===== config.mk =====
export PLATFORM = sky130hd
export DESIGN_NAME = pipeline_hazard_ctrl
export DESIGN_NICKNAME = d
export VERILOG_FILES = /design/src/rtl/pipeline_hazard_ctrl.sv
export SDC_FILE = /design/constraint.sdc
export NUM_CORES = 1
export LEC_CHECK = 0
export CAP_MARGIN = 20
export CELL_PAD_IN_SITES_DETAIL_PLACEMENT = 1
export CELL_PAD_IN_SITES_GLOBAL_PLACEMENT = 1
export CORE_MARGIN = 10
export CORE_UTILIZATION = 33
export CTS_BUF_LIST = sky130_fd_sc_hd__clkbuf_16
export DETAILED_ROUTE_END_ITERATION = 6
export HOLD_SLACK_MARGIN = 0.05
export PLACE_DENSITY_LB_ADDON = 0.1
export SYNTH_ARGS = -nofsm -noshare
export SYNTH_HDL_FRONTEND = slang
export SYNTH_SLANG_ARGS = --single-unit
export TNS_END_PERCENT = 20

===== constraint.sdc =====
create_clock -name clk -period 2.23 [get_ports clk]
set_input_delay 0.3345 -clock clk [delete_from_list [all_inputs] [get_ports clk]]
set_output_delay 0.3345 -clock clk [all_outputs]
set_load 0.05 [all_outputs]

===== src/rtl/pipeline_hazard_ctrl.sv =====
// Hazard scheduler for the 5-stage core: stall/flush controls, EX forwarding selects,
// data-memory wait sequencing with a timeout watchdog, and saturating perf counters.
module pipeline_hazard_ctrl #(
  parameter int MEM_TIMEOUT = 16,
  parameter int CNT_W       = 16
) (
  input  logic             clk,
  input  logic             rst,
  input  logic [4:0]       rs1_addrD,
  input  logic [4:0]       rs2_addrD,
  input  logic [4:0]       rs1_addrE,
  input  logic [4:0]       rs2_addrE,
  input  logic [4:0]       rdE,
  input  logic             RegWriteE,
  input  logic             MemReadE,
  input  logic             PCSrcE,
  input  logic [4:0]       rdM,
  input  logic             RegWriteM,
  input  logic [4:0]       rdW,
  input  logic             RegWriteW,
  input  logic             mem_reqM,
  input  logic             mem_readyM,
  output logic             StallF,
  output logic             StallD,
  output logic             FlushD,
  output logic             ID_EX_Flush,
  output logic             StallE,
  output logic             StallM,
  output logic             FlushW,
  output logic [1:0]       ForwardAE,
  output logic [1:0]       ForwardBE,
  output logic             mem_timeout,
  output logic [CNT_W-1:0] stall_cycles,
  output logic [CNT_W-1:0] flush_count,
  output logic [1:0]       state_dbg
);

  localparam logic [1:0] S_RUN     = 2'd0;
  localparam logic [1:0] S_MEMWAIT = 2'd1;
  localparam logic [1:0] S_ERROR   = 2'd2;
  localparam logic [7:0] TIMEOUT   = MEM_TIMEOUT[7:0];

  logic [1:0] state, state_nxt;
  logic [7:0] wait_cnt, wait_nxt;
  logic       memstall, loaduse;

  assign memstall  = mem_reqM & ~mem_readyM;
  assign loaduse   = MemReadE & RegWriteE & (rdE != 5'd0) &
                     ((rdE == rs1_addrD) | (rdE == rs2_addrD));
  assign state_dbg = state;

  // Priority: ERROR freeze, memory stall, taken branch, load-use bubble.
  always_comb begin
    StallF      = 1'b0;
    StallD      = 1'b0;
    FlushD      = 1'b0;
    ID_EX_Flush = 1'b0;
    StallE      = 1'b0;
    StallM      = 1'b0;
    FlushW      = 1'b0;
    if (state == S_ERROR || memstall) begin
      StallF = 1'b1;
      StallD = 1'b1;
      StallE = 1'b1;
      StallM = 1'b1;
      FlushW = 1'b1;
    end else if (PCSrcE) begin
      FlushD      = 1'b1;
      ID_EX_Flush = 1'b1;
    end else if (loaduse) begin
      StallF      = 1'b1;
      StallD      = 1'b1;
      ID_EX_Flush = 1'b1;
    end
  end

  // MEM result is younger than WB, so it wins when both match.
  always_comb begin
    ForwardAE = 2'b00;
    ForwardBE = 2'b00;
    if (RegWriteM && rdM != 5'd0 && rdM == rs1_addrE)      ForwardAE = 2'b10;
    else if (RegWriteW && rdW != 5'd0 && rdW == rs1_addrE) ForwardAE = 2'b01;
    if (RegWriteM && rdM != 5'd0 && rdM == rs2_addrE)      ForwardBE = 2'b10;
    else if (RegWriteW && rdW != 5'd0 && rdW == rs2_addrE) ForwardBE = 2'b01;
  end

  always_comb begin
    state_nxt = state;
    wait_nxt  = wait_cnt;
    case (state)
      S_RUN: begin
        if (memstall) begin
          wait_nxt  = 8'd1;
          state_nxt = (TIMEOUT == 8'd1) ? S_ERROR : S_MEMWAIT;
        end
      end
      S_MEMWAIT: begin
        if (!memstall) begin
          wait_nxt  = 8'd0;
          state_nxt = S_RUN;
        end else begin
          wait_nxt = wait_cnt + 8'd1;
          if (wait_nxt == TIMEOUT) state_nxt = S_ERROR;
        end
      end
      S_ERROR: state_nxt = S_ERROR;
      default: begin
        state_nxt = S_RUN;
        wait_nxt  = 8'd0;
      end
    endcase
  end

  always_ff @(posedge clk) begin
    if (rst) begin
      state        <= S_RUN;
      wait_cnt     <= 8'd0;
      mem_timeout  <= 1'b0;
      stall_cycles <= '0;
      flush_count  <= '0;
    end else begin
      state    <= state_nxt;
      wait_cnt <= wait_nxt;
      if (state_nxt == S_ERROR) mem_timeout <= 1'b1;
      if (StallF && stall_cycles != {CNT_W{1'b1}}) stall_cycles <= stall_cycles + 1'b1;
      if (ID_EX_Flush && flush_count != {CNT_W{1'b1}}) flush_count <= flush_count + 1'b1;
    end
  end

endmodule


# After elaboration in Yosys (flattened, before gate mapping)
# Cells that the tools add are included.
# totals
elab_cells	61
ff_bits	43
# op_classes
addsub	3
muxes	19
eq_ne	13
bitwise	7
n_reduce_logical	14
# op_table
cell	count
16-bit by 1-bit adder with 16-bit output, second input constant	2
16-bit != test, second input constant	2
5-bit == test	6
8-bit one-hot mux with 3 select lines	1
8-bit 2-to-1 mux	2
5-bit nonzero test	3
1-bit 2-to-1 mux	10
2-bit 2-to-1 mux	5
8-bit by 1-bit adder with 8-bit output, second input constant	1
8-bit by 5-bit == test with 1-bit output, second input constant	1
1-bit logical AND	8
2-bit one-hot mux with 3 select lines	1
1-bit AND	4
2-bit == test, second input constant	2
2-bit by 1-bit == test with 1-bit output, second input constant	1
2-bit zero test	1
2-bit != test, second input constant	1
1-bit NOT	2
2-bit AND reduction	1
1-bit logical OR	1
1-bit bitwise OR	1

# Longest topological paths before layout
# logic_depth
ltp_word	7
ltp_mapped	9
depth_no_buf	7

# Worst setup path before layout
# No wires, ideal clock.
# synth_timing
kind	in2out
from	input rdM[1]
to	output ForwardAE[0]
stages	4
slack_ps	-1016
arrival_ps	2912
path_cell_list	or4_1 o21ai_0 nor4_1 nor4_1
# synth_between
elab_chain_len	4
# synth_lines
item	line_no	source
start: declaration	17	input logic [4:0] rdM,
5-bit nonzero test	81	if (RegWriteM && rdM != 5'd0 && rdM == rs1_addrE) ForwardAE = 2'b10;
1-bit logical AND	81	
1-bit logical AND (*)	81	
2-bit 2-to-1 mux (*)	81	
end: declaration	30	output logic [1:0] ForwardAE,
# Mark *: on every way between the ends. The rest lies on a longest branch, timed or not.

# Worst setup path after layout
# layout_timing
from	input rs1_addrE[4]
to	output ForwardAE[0]
# layout_between
elab_chain_len	4
# layout_lines
item	line_no	source
start: declaration	11	input logic [4:0] rs1_addrE,
5-bit == test	82	else if (RegWriteW && rdW != 5'd0 && rdW == rs1_addrE) ForwardAE = 2'b01;
1-bit logical AND	82	
1-bit 2-to-1 mux	82	
2-bit 2-to-1 mux (*)	81	
# Marked as above.

==> metrics <==
syn_area_per_cell=8.23 sq um; Seq cells post-synth=43; Setup Skew=0.00810 ns; area delta synth->final=61.6%; clk slew on worst S/H paths=0.07 ns; Post-Syn Nets=368; largest net degree at the start of global routing=52; worst path cell trace=clkdlybuf4s50_1 -> xor2_1 -> or4_4 -> nor4_4 -> buf_12; dpl cells=541; DIE WIDTH=109 um; Synth Area in Simple Gates=0.308; Avg Vias per Cell=5.14; Reg-to-Reg End=stall_cycles[1]; Crit. Startpoint=rs1_addrE[4]; HPWL after DPL=7.47 mm; Fill cells=907; CTS tree=built; final WL=9.70 mm; Max Cap Violations=0; Post-synth top flop=dfxtp_1; vias in the first global route=3019; GRT overflow=0; die height=109 um; # H-tree levels=2; CP Capture Type=output pin; global-route wire length before repair=15.5 mm; Post-CTS Hold Buffers=0; critical path's slowest cell=or4_4; status=finished, violations left; Initial Util=0.340; Post-Layout Cell Count=551; sequential area share after synthesis=0.326; Yosys warnings=0; min-delay worst type=reg2reg; Post-synth EDFFs=0; Avg WL per Cell=17.6 um; Max-slew headroom=0.606; layout cells sized above 1=0.223; FMAX=447 MHz; Vias=2833; Residual DRC=0; crit path to=ForwardAE[0]; Worst-Margin Slew=0.592 ns; R2R setup slack=0.20 ns; Core Box Area=7770 sq um; pwr/cell area=513 nW/um^2; CP startpoint kind=input port; num rows=32; Power Total=2.19 mW; setup tns final=-0.00692 ns; clk_lat worst skew=0.29 ns; post-synthesis cell area=2640 sq um; main combinational cell family by area after synthesis=simple AND/OR/NAND/NOR gates; unrepaired setup endpoints after global routing=true; xor/xnor share of the synthesized area=0.129; combinational power share=0.190; failing checks=negative setup slack; leakage power=1.68 nW; R2R depth=8; initial antenna violation count=0; Int Pwr=1.62 mW; Num CTS Buffers=5; sequential share of power=0.359; clock sink count=43; Final Hold Vio Count=0; port bufs=89; worst r2r src=stall_cycles[0]; ys async rst share=0; Gate Count Post-Synth=321; Buffers & Inverters on Critical Path=2; Worst path top cell family by delay=simple AND/OR/NAND/NOR gates; CP Class=in2out; min Tclk post-route=2.24 ns; max-slew violations=0; die area=12000 sq um; num ports=90; Antenna diodes=0; GPL Wtd Cong=0.798; Initial DRC Count=68; Min Hold Slack=0.445 ns; Crit path depth=5; clk root buf=clkbuf_16; Final Cycle Share=1.00; CP Data Arrival Time=1.90 ns; CP Max Fanout=2; Util after Layout=0.549; Synth Area in Adders=0.0142; mux contribution to synthesized area=0.0365; fin worst setup slack=-0.00692 ns; clock network fraction of total power=0.451; gr usage total=0.160; layout net count=495; CP peak stage delay=0.56 ns; Psw=0.565 mW; Sw Ratio=0.258; compound-gate portion of the synthesized area=0.151; DRT Pass-1 Iters=4; Final Setup Violations=1; Peak VDD IR=0.267 mV; ANT nets after route=0; CP required=1.90 ns; Clock Tree Buf Depth=2; distinct cell type count after synthesis=46
## worst min-delay path by stage
stage	from	endpoint	slack, ns	depth (start not counted)
5_1_grt	mem_timeout	mem_timeout	0.49	2
3_3_place_gp	mem_timeout	mem_timeout	0.44	2
4_1_cts	mem_timeout	mem_timeout	0.45	2
2_1_floorplan	wait_cnt[7]	wait_cnt[7]	0.46	2
3_5_place_dp	mem_timeout	mem_timeout	0.44	2
6_report	mem_timeout	mem_timeout	0.44	2
## cell usage after synthesis (8+ instances only)
cell type | n | share of area
a21oi_1 | 24 | 0.045
and3_1 | 11 | 0.026
dfxtp_1 | 43 | 0.33
inv_1 | 8 | 0.011
nand2_1 | 15 | 0.021
nand3_1 | 15 | 0.028
nand4_1 | 9 | 0.021
nor2_1 | 37 | 0.053
nor2b_1 | 8 | 0.019
nor3_1 | 10 | 0.019
o21ai_0 | 16 | 0.030
or3_1 | 8 | 0.019
or4_1 | 9 | 0.026
xnor2_1 | 14 | 0.046
xor2_1 | 25 | 0.083
## state kept, by name (all words and copies together), names as in the netlist
signal and cells:
flush_count 16, wait_cnt 8, stall_cycles 16, state_dbg 2, mem_timeout 1
## cells in the final DEF (no fill, tap or decap), types with 14 or more instances in the layout
master and n:
a21oi_1 23, buf_4 45, o21ai_0 14, clkdlybuf4s50_1 52, dfxtp_1 40, xor2_1 22
nand3_1 15, nor2_1 36, nand2_1 15, xnor2_1 14
## routing by layer
metal	GRT usage	vias up	routed length [um]
met5	0	-	0
met4	0.0390	0	125
met3	0.0363	9	512
met2	0.289	60	5020
met1	0.187	1359	4040
li1	-	1405	-
## metrics by stage
step / setup WS, ns / area (sq um)
5_1_grt: -0.0492 / 4270
3_5_place_dp: -0.366 / 3990
4_1_cts: 0.00108 / 4230
2_1_floorplan: -0.0100 / 2700
6_report: -0.00692 / 4270
3_3_place_gp: -0.324 / 3990
## kinds of logic after synthesis
| group | after synthesis |
|---|---|
| xor gates and xnor gates | 39 |
| and+or+nand+nor | 149 |
| buffers and inverters | 19 |
| adders and majority gates | 3 |
| muxes | 8 |
| AOI/OAI and AO/OA | 60 |
| DFF | 43 |
## worst register-to-register path, delay by kind of cell (launching register included)
family,cells,cell delay (ns)
adder cells (fa/ha/maj),1,0.19
buffers and inverters,1,0.19
flip-flops,1,0.35
AND/OR/NAND/NOR,4,0.73
AO/OA/AOI/OAI,1,0.26
multiplexers,1,0.19
## layout make-up
cell class,instances,area (sq um),area share
inverters,8,30.0,0.00704
well taps,102,128,0.0299
flip-flops and latches,43,865,0.203
repair buffers,131,1250,0.293
clock inverters,3,71.3,0.0167
multi-input cells,259,1800,0.422
clock buffers,5,125,0.0293
## power by group through the flow
stage                     Sequential, mW  Combinational [mW]  Clock [mW]
after floorplan                    0.824               0.170           0
after global placement             0.804               0.400           0
after detailed placement           0.804               0.408           0
after CTS                          0.786               0.417        1.00
after global routing               0.788               0.450        1.03
final                              0.786               0.415       0.987
## timing repair
item | in CTS | in global routing
resized for setup | 43 | 14
setup endpoints to repair | 22 | 21
buffers inserted | 2 | 0
pin swaps | 17 | 12
endpoints found under the hold margin | 0 | 0
(Power assumes the default switching activity.)
